### config.mk
export PLATFORM = sky130hd
export DESIGN_NAME = block_dispatcher
export DESIGN_NICKNAME = d
export VERILOG_FILES = /design/src/rtl/block_dispatcher_pkg.sv /design/src/rtl/block_dispatcher_picker.sv /design/src/rtl/block_dispatcher.sv
export SDC_FILE = /design/constraint.sdc
export NUM_CORES = 1
export LEC_CHECK = 0
export CAP_MARGIN = 20
export CORE_UTILIZATION = 42
export CTS_CLUSTER_DIAMETER = 60
export DETAILED_ROUTE_END_ITERATION = 8
export PLACE_DENSITY = 0.69
export SYNTH_ARGS = -nofsm -noshare
export SYNTH_HDL_FRONTEND = slang
export SYNTH_SLANG_ARGS = --single-unit
### constraint.sdc
create_clock -name clk -period 5.92 [get_ports clk]
set_input_delay 1.184 -clock clk [delete_from_list [all_inputs] [get_ports clk]]
set_output_delay 1.184 -clock clk [all_outputs]
set_load 0.02 [all_outputs]
### src/rtl/block_dispatcher_pkg.sv
// Shared types for the kernel block dispatcher: configuration record, block IDs
// and the dispatcher FSM state encoding.
package block_dispatcher_pkg;

  typedef logic [31:0] data_t;
  typedef data_t block_id_t;

  typedef struct packed {
    data_t num_blocks;
    data_t num_warps_per_block;
    data_t base_instr_addr;
    data_t base_data_addr;
  } kernel_config_t;

  typedef enum logic [1:0] {IDLE, DISPATCH, DRAIN, DONE} dispatch_state_t;

endpackage

### src/rtl/block_dispatcher_picker.sv
// Combinational lowest-index selector over a free-core mask; reports whether
// any core is free plus the winner as one-hot and binary index.
module lowest_free_picker #(
  parameter int NUM_CORES = 4,
  parameter int IDX_W     = (NUM_CORES > 1) ? $clog2(NUM_CORES) : 1
) (
  input  logic [NUM_CORES-1:0] free,
  output logic                 any,
  output logic [NUM_CORES-1:0] onehot,
  output logic [IDX_W-1:0]     index
);

  // Scan from the top down so the lowest set bit is the last one written.
  always_comb begin
    any    = |free;
    onehot = '0;
    index  = '0;
    for (int i = NUM_CORES - 1; i >= 0; i--) begin
      if (free[i]) begin
        onehot    = '0;
        onehot[i] = 1'b1;
        index     = IDX_W'(i);
      end
    end
  end

endmodule

### src/rtl/block_dispatcher.sv
// Kernel block dispatcher: latches a kernel configuration, launches block IDs
// onto free cores one per cycle and reports completion once all blocks retire.
module block_dispatcher
  import block_dispatcher_pkg::*;
#(
  parameter int NUM_CORES = 4
) (
  input  logic                 clk,
  input  logic                 reset,
  input  logic                 start,
  input  kernel_config_t       kernel_cfg,
  output logic                 busy,
  output logic                 done,
  output logic [NUM_CORES-1:0] core_start,
  output block_id_t            core_block_id,
  output data_t                core_num_warps,
  output data_t                core_base_instr,
  output data_t                core_base_data,
  input  logic [NUM_CORES-1:0] core_done
);

  localparam int IDX_W = (NUM_CORES > 1) ? $clog2(NUM_CORES) : 1;

  dispatch_state_t      state;
  dispatch_state_t      state_next;
  kernel_config_t       cfg;
  data_t                dispatched;
  data_t                retired;
  data_t                retire_cnt;
  logic [NUM_CORES-1:0] core_busy;
  logic [NUM_CORES-1:0] core_busy_next;
  logic [NUM_CORES-1:0] free;
  logic [NUM_CORES-1:0] retire_mask;
  logic [NUM_CORES-1:0] pick_onehot;
  logic [IDX_W-1:0]     pick_idx;
  logic                 pick_any;
  logic                 launch;
  logic                 accept;

  // Free mask uses registered occupancy, so a core retiring this cycle is only
  // eligible for a new block from the next cycle on.
  assign free = ~core_busy;

  lowest_free_picker #(
    .NUM_CORES (NUM_CORES),
    .IDX_W     (IDX_W)
  ) u_picker (
    .free   (free),
    .any    (pick_any),
    .onehot (pick_onehot),
    .index  (pick_idx)
  );

  always_comb begin
    retire_mask    = core_done & core_busy;
    retire_cnt     = '0;
    for (int i = 0; i < NUM_CORES; i++) begin
      retire_cnt = retire_cnt + data_t'(retire_mask[i]);
    end
    accept         = (state == IDLE) && start && !busy;
    launch         = (state == DISPATCH) && pick_any && (dispatched != cfg.num_blocks);
    core_busy_next = core_busy & ~retire_mask;
    if (launch) begin
      core_busy_next[pick_idx] = 1'b1;
    end
  end

  always_comb begin
    state_next = state;
    case (state)
      IDLE:     if (accept) state_next = (kernel_cfg.num_blocks == '0) ? DONE : DISPATCH;
      DISPATCH: if (launch && (dispatched == cfg.num_blocks - 32'd1)) state_next = DRAIN;
      DRAIN:    if (retired == cfg.num_blocks) state_next = DONE;
      DONE:     state_next = IDLE;
      default:  state_next = IDLE;
    endcase
  end

  always_ff @(posedge clk) begin
    if (reset) state <= IDLE;
    else       state <= state_next;
  end

  // busy stays high through the cycle that shows the done pulse.
  always_ff @(posedge clk) begin
    if (reset) begin
      busy          <= 1'b0;
      done          <= 1'b0;
      core_start    <= '0;
      core_block_id <= '0;
      cfg           <= '0;
      dispatched    <= '0;
      retired       <= '0;
      core_busy     <= '0;
    end else begin
      busy       <= (state_next != IDLE) || (state == DONE);
      done       <= (state == DONE);
      core_start <= launch ? pick_onehot : '0;
      core_busy  <= core_busy_next;
      if (launch) begin
        core_block_id <= dispatched;
      end
      if (accept) begin
        cfg        <= kernel_cfg;
        dispatched <= '0;
        retired    <= '0;
      end else begin
        if (launch) begin
          dispatched <= dispatched + 32'd1;
        end
        retired <= retired + retire_cnt;
      end
    end
  end

  assign core_num_warps  = cfg.num_warps_per_block;
  assign core_base_instr = cfg.base_instr_addr;
  assign core_base_data  = cfg.base_data_addr;

endmodule

==> qor.yml, run 1 <==
synthesis:
  synth_fp_nets: 1532
  synth_most_common_cell: "sky130_fd_sc_hd__nand2_1"
  netlist_area_mm2: 0.0113
  postSynthAreaPerCell_um2: 8.11
  synth_ff_type: "sky130_fd_sc_hd__dfxtp_1"
  ys_ff_latch: 236
  synthTopCellsByArea: "sky130_fd_sc_hd__dfxtp_1 42%, sky130_fd_sc_hd__nand2_1 9.6%, sky130_fd_sc_hd__xor2_1 7.5%"
  ys.warnings.count: 0
  post-synth-top-area-cell: "sky130_fd_sc_hd__dfxtp_1"
  post_synth_edffs: 0
  synthDistinctLibCells: 59
  synthTopCellsByCount: "289 x sky130_fd_sc_hd__nand2_1, 236 x sky130_fd_sc_hd__dfxtp_1, 144 x sky130_fd_sc_hd__a21oi_1"
  synth-async-reset-ratio_pct: 0
  netlist_instances: 1391
  synth_seq_area_share_pct: 41.9
  yosys.area.top_type_share_pct: 41.9
min_path:
  timing.hold.worst.class: "reg -> reg"
  min_path_cells: 2
pwr:
  power_per_unit_of_standard_cell_area_mw_per_mm2: 297
  vdd.ir_drop.worst_mv: 0.217
  internal-power_uw: 3110
  final_total_power_uw: 4260
  power.static_leakage_uw: 0.00538
  power.sequential.fraction_pct: 40.6
  sw_frac_of_total_pct: 27.0
  combPwrFrac_pct: 15.9
  switching_power_uw: 1150
  clock_power_share_pct: 43.5
job:
  max_cap_violations: 0
critical_path:
  timing.critical_path.slowest_stage_cell: "sky130_fd_sc_hd__fa_1"
  crit_path_cell_trace: "clkdlybuf4s50_1 -> and2_1 -> fa_1 -> fa_1 -> inv_1 -> fa_1 -> nor3_1 -> and3_1 -> nor2b_1 -> nand2_1 -> or2_2 -> a21oi_1"
  reg2regPathDepth: 9
  crit_path_max_incr_delay_ns: 0.54
  cell_repeated_most_along_the_worst_path: "sky130_fd_sc_hd__fa_1"
  arrival_ns: 4.58
  start_kind: "primary input"
  cp.depth: 12
  crit_path_max_fanout: 6
  critPathRequiredTime_ns: 6.39
  worstPathBufferInverterCount: 2
  crit_type: "in -> reg"
  end_kind: "flip-flop"
  critical-path-top-delay-family: "simple AND/OR/NAND/NOR gates"
timing:
  fin_tns_setup_ns: 0
  finalWorstPathRequiredPeriod_ns: 4.11
  skew_ns: 0.00972
  maxSlewHeadroom_pct: 42.2
  worst_hold_margin_ns: 0.452
  worst_slew_pin_slew_ns: 0.868
  setup_repair_after_global_routing_missed_its_margin: "false"
  setup-violations-final: 0
  finalCritPeriodShare_pct: 69.4
  maxClockFrequency_ghz: 0.243
  timing_max_transition_violations_final: 0
  finalHoldViolations: 0
detailed_routing:
  postRouteWirelength_um: 32700
  antenna_violating_nets_post_route: 0
  drt_drc_violations_left: 8
  route.detailed.wl_per_inst_um: 17.5
  vias: 9656
  vias_per_cell: 5.17
  detail_route.first_pass.iterations: 7
  drt_iter0_drc: 609
placement:
  routabilityCongestion: 0.912
  port-buffer-count: 268
  dp.final_hpwl_um: 24000
global_route:
  grt_usage_pct: 23.4
  gr-max-usage-layer: "met2"
  global_route_overflow: 0
  vias_in_the_first_global_route: 9455
  use_met1_pct: 28.0
  met2_global_route_usage_pct: 39.8
  antenna_found_initial: 5
  globalRouteMet3Util_pct: 7.10
  first_pass_grt_wire_length_um: 51700
  pin_count_of_the_biggest_net_entering_global_routing: 131
clock_tree:
  cts.htree.levels: 1
  root_buffer: "sky130_fd_sc_hd__clkbuf_16"
  post_cts.repair.setup_buffers: 0
  cts_tree: "built"
  worst_setup_hold_path_clk_slew_ns: 0.06
  numCtsBuffers: 28
  clkLatencyLatePin_ns: 0.54
  cts-hold-fix-buffers: 0
  cts_num_sinks: 236
  max-clock-path-buffers: 3
  cts.repair.resized: 0
layout:
  filler_cell_count: 2419
  area_used_by_multi_input_combinational_logic_mm2: 0.00539
  sequential_cell_area_mm2: 0.00472
  nets: 1649
  layout-drive-gt1-share_pct: 4.77
  area_growth_syn_to_layout_pct: 27.3
floorplanning:
  die_y_um: 166
  initial_utilization_pct: 43.1
  floorplan.io_pins: 269
  die-area_mm2: 0.0275
  core_area_mm2: 0.0262
  die_x_um: 166
  row_count: 59
run_status:
  run_status: "finished, violations left"
  violations: "design-rule violations"
[worst register-to-register path, stage by stage, from the launching register on]
cell and delay (ns):
sky130_fd_sc_hd__dfxtp_1 0.71, sky130_fd_sc_hd__xor2_1 0.14, sky130_fd_sc_hd__nor4_1 0.55, sky130_fd_sc_hd__nand4_1 0.24
sky130_fd_sc_hd__o31a_2 0.53, sky130_fd_sc_hd__buf_4 0.37, sky130_fd_sc_hd__and3_1 0.43, sky130_fd_sc_hd__nand4_1 0.18
sky130_fd_sc_hd__xor2_1 0.15, sky130_fd_sc_hd__nor2_1 0.05
[cell type report]
type | count | area share, %
Clock buffer | 39 | 5.72
Timing Repair Buffer | 274 | 19.1
Antenna cell | 4 | 0.0697
Clock inverter | 13 | 1.32
Inverter | 18 | 0.470
Tap cell | 335 | 2.92
Multi-Input combinational cell | 950 | 37.5
Sequential cell | 236 | 32.9
[worst paths after layout]
check	startpoint	end	slack, ns
min reg2reg	core_base_data[8]	core_base_data[8]	0.45
max reg2reg	cfg[101]	dispatched[28]	2.45
max	core_done[0]	retired[30]	1.81
min	core_base_data[8]	core_base_data[8]	0.45
[power groups by stage]
stage	clock network [uW]	logic, uW	registers [uW]
floorplan	0	491	1720
CTS	1890	681	1730
global placement	0	675	1760
detailed placement	0	678	1770
finish	1850	678	1730
global route	1960	739	1740
[registers in the layout (all words and copies together) (netlist names), 2 cells and up]
name / count
core_base_data: 32
core_block_id: 32
core_num_warps: 32
dispatched: 32
retired: 32
cfg: 32
core_start: 4
core_base_instr: 32
core_busy: 4
state: 2
[per-stage QoR]
step / util [%] / setup slack (ns) / instance area (um^2) / instances
floorplan: - / 1.96 / 11300 / 1391
detailed placement: 50.9 / 1.25 / 13300 / 1813
finish: 54.8 / 1.81 / 14400 / 1869
CTS: 54.8 / 1.80 / 14400 / 1865
global placement: 50.9 / 1.31 / 13300 / 1813
global route: 54.8 / 1.47 / 14400 / 1868
[cells in the final DEF, fill, tap and decap left out, types with 11 or more instances in the layout]
| master | Yosys | final |
|---|---|---|
| sky130_fd_sc_hd__clkdlybuf4s50_1 | 0 | 267 |
| sky130_fd_sc_hd__xor2_1 | 97 | 97 |
| sky130_fd_sc_hd__or3_1 | 11 | 11 |
| sky130_fd_sc_hd__nor3_1 | 17 | 17 |
| sky130_fd_sc_hd__clkbuf_16 | 0 | 28 |
| sky130_fd_sc_hd__dfxtp_1 | 236 | 236 |
| sky130_fd_sc_hd__mux2i_1 | 37 | 37 |
| sky130_fd_sc_hd__xnor2_1 | 37 | 37 |
| sky130_fd_sc_hd__a21oi_1 | 144 | 144 |
| sky130_fd_sc_hd__nand2_1 | 289 | 289 |
| sky130_fd_sc_hd__inv_1 | 18 | 18 |
| sky130_fd_sc_hd__nor4_1 | 31 | 31 |
| sky130_fd_sc_hd__and3_1 | 16 | 16 |
| sky130_fd_sc_hd__nor2_1 | 116 | 116 |
| sky130_fd_sc_hd__nand3_1 | 30 | 30 |
| sky130_fd_sc_hd__nand4_1 | 28 | 28 |
[per-layer routing]
layer,wire length [um],vias to the layer above
met3,2830,62
met4,938,2
li1,-,4782
met5,12,-
met2,15800,308
met1,13100,4502
[logic make-up (layout without fill, tap and decap cells)]
kind of cell	Yosys count	in the layout	share of synthesized area, %
AND/OR/NAND/NOR	594	594	24.4
flip-flops	236	236	41.9
buffers and inverters	205	344	10.5
AO/OA/AOI/OAI	179	179	8.70
XOR/XNOR	134	134	10.4
multiplexers	37	37	3.28
adder cells (fa/ha/maj)	6	6	0.865
other	0	4	0
Note: power is estimated with default switching activity, not from simulation.
==> inputs of run 2 (changes only) <==
clock period = 4.2 ns   (was 5.92 ns; I/O delays follow)
==> qor.yml, run 2 (same netlist as run 1, synthesis figures left out) <==
timing:
  setup_repair_after_global_routing_missed_its_margin: "false"
  timing_max_transition_violations_final: 0
  finalWorstPathRequiredPeriod_ns: 3.46
  finalCritPeriodShare_pct: 82.3
  setup-violations-final: 0
  finalHoldViolations: 0
  skew_ns: 0.0102
  maxSlewHeadroom_pct: 31.3
  worst_slew_pin_slew_ns: 1.03
  worst_hold_margin_ns: 0.452
  maxClockFrequency_ghz: 0.289
  fin_tns_setup_ns: 0
global_route:
  global_route_overflow: 0
  first_pass_grt_wire_length_um: 52000
  antenna_found_initial: 6
  pin_count_of_the_biggest_net_entering_global_routing: 96
  grt_usage_pct: 23.4
  vias_in_the_first_global_route: 9558
detailed_routing:
  detail_route.first_pass.iterations: 9
  drt_iter0_drc: 503
  postRouteWirelength_um: 32700
  vias_per_cell: 5.17
  antenna_violating_nets_post_route: 0
  vias: 9685
  drt_drc_violations_left: 8
  route.detailed.wl_per_inst_um: 17.5
layout:
  filler_cell_count: 2430
  mostFrequentLayoutCells: "289 x sky130_fd_sc_hd__nand2_1, 267 x sky130_fd_sc_hd__clkdlybuf4s50_1, 236 x sky130_fd_sc_hd__dfxtp_1, 144 x sky130_fd_sc_hd__a21oi_1, 116 x sky130_fd_sc_hd__nor2_1"
  layout-drive-gt1-share_pct: 4.89
  nets: 1655
  most_common_cell_after_layout_fill_and_taps_aside: "sky130_fd_sc_hd__nand2_1"
  instances_no_fill: 1873
  area_used_by_multi_input_combinational_logic_mm2: 0.00539
  area_growth_syn_to_layout_pct: 27.0
  sequential_cell_area_mm2: 0.00472
  layout.core_utilization_pct: 54.7
critical_path:
  crit_type: "in -> reg"
  arrival_ns: 3.86
  critPathRequiredTime_ns: 4.61
  reg2regPathDepth: 10
  worst_r2r_endpoint: "state[0]"
  end_kind: "flip-flop"
  cell_repeated_most_along_the_worst_path: "sky130_fd_sc_hd__fa_1"
  regToRegSetupSlack_ns: 0.90
  crit_path_max_incr_delay_ns: 0.54
  start_kind: "primary input"
  crit_path_max_fanout: 5
  worstReg2RegStart: "cfg[97]"
  crit_path_cell_trace: "clkdlybuf4s50_1 -> and2_1 -> fa_1 -> fa_1 -> inv_1 -> fa_1 -> nor3_1 -> and3_1 -> nor2b_1 -> buf_4 -> nand3_1 -> xor2_1 -> nor2_1"
  timing.critical_path.slowest_stage_cell: "sky130_fd_sc_hd__fa_1"
pwr:
  power_per_unit_of_standard_cell_area_mw_per_mm2: 406
  power.static_leakage_uw: 0.00536
  vdd.ir_drop.worst_mv: 0.319
placement:
  port-buffer-count: 268
  dp.final_hpwl_um: 24000
  dp.cells: 1820
  routabilityCongestion: 0.934
floorplanning:
  die_x_um: 166
  die_y_um: 166
  floorplan.io_pins: 269
  row_count: 59
  core_area_mm2: 0.0262
  die-area_mm2: 0.0275
  initial_utilization_pct: 43.1
clock_tree:
  numCtsBuffers: 27
  max-clock-path-buffers: 3
  post_cts.repair.setup_buffers: 0
  cts.htree.levels: 1
  cts_tree: "built"
  root_buffer: "sky130_fd_sc_hd__clkbuf_16"
  worst_setup_hold_path_clk_slew_ns: 0.06
  cts_num_sinks: 236
  clkLatencyLatePin_ns: 0.54
  cts.repair.resized: 0
  cts-hold-fix-buffers: 0
run_status:
  run_status: "finished, violations left"
  violations: "design-rule violations"
min_path:
  min_path_cells: 2
  min-delay-start: "core_base_instr[16]"
  timing.hold.worst.class: "reg -> reg"
  min_delay_worst_endpoint: "core_base_instr[16]"
job:
  max_cap_violations: 0
run 2: cell type report:
class | count | area share [%]
antenna | 4 | 0.0698
clock buffer | 42 | 5.81
clock inverter | 7 | 0.681
inverter | 18 | 0.471
multi-input combinational | 950 | 37.6
sequential | 236 | 33.0
tap | 335 | 2.92
timing repair buffer | 281 | 19.5
run 2: critical path: cells and delay by family:
family	cells	cell delay [ns]
simple gates	6	1.14
fa+ha+maj	3	1.14
buf+inv	3	0.61
xor+xnor	1	0.14
run 2: how the worst max path moves through the flow:
| stage | startpoint | endpoint | slack, ns | cells past startpoint |
|---|---|---|---|---|
| floorplan | core_done[0] | retired[30] | 0.58 | 11 |
| global placement | core_done[0] | retired[22] | 0.24 | 13 |
| detailed placement | core_done[0] | retired[22] | 0.17 | 13 |
| CTS | core_done[0] | retired[22] | 0.73 | 13 |
| global route | core_done[0] | retired[26] | 0.51 | 13 |
| finish | core_done[0] | retired[22] | 0.74 | 13 |
run 2: per-layer routing:
metal	vias up	GRT usage, %	share of wire (%)
met5	-	0	0.095
met2	292	40.7	48
li1	4782	-	-
met3	62	7.10	7.9
met4	4	7.35	2.9
met1	4545	27.5	41
run 2: power by group:
part / switching (uW) / internal [uW]
registers: 103 / 2330
clock network: 937 / 1480
logic: 529 / 439
total: 1570 / 4250
run 2: through the flow:
step / setup slack [ns] / instance area, um^2 / power, uW
after floorplan: 0.585 / 11300 / 3120
after global placement: 0.238 / 13400 / 3440
after detailed placement: 0.165 / 13400 / 3450
after CTS: 0.734 / 14300 / 5880
after global routing: 0.509 / 14300 / 6050
final: 0.742 / 14300 / 5820
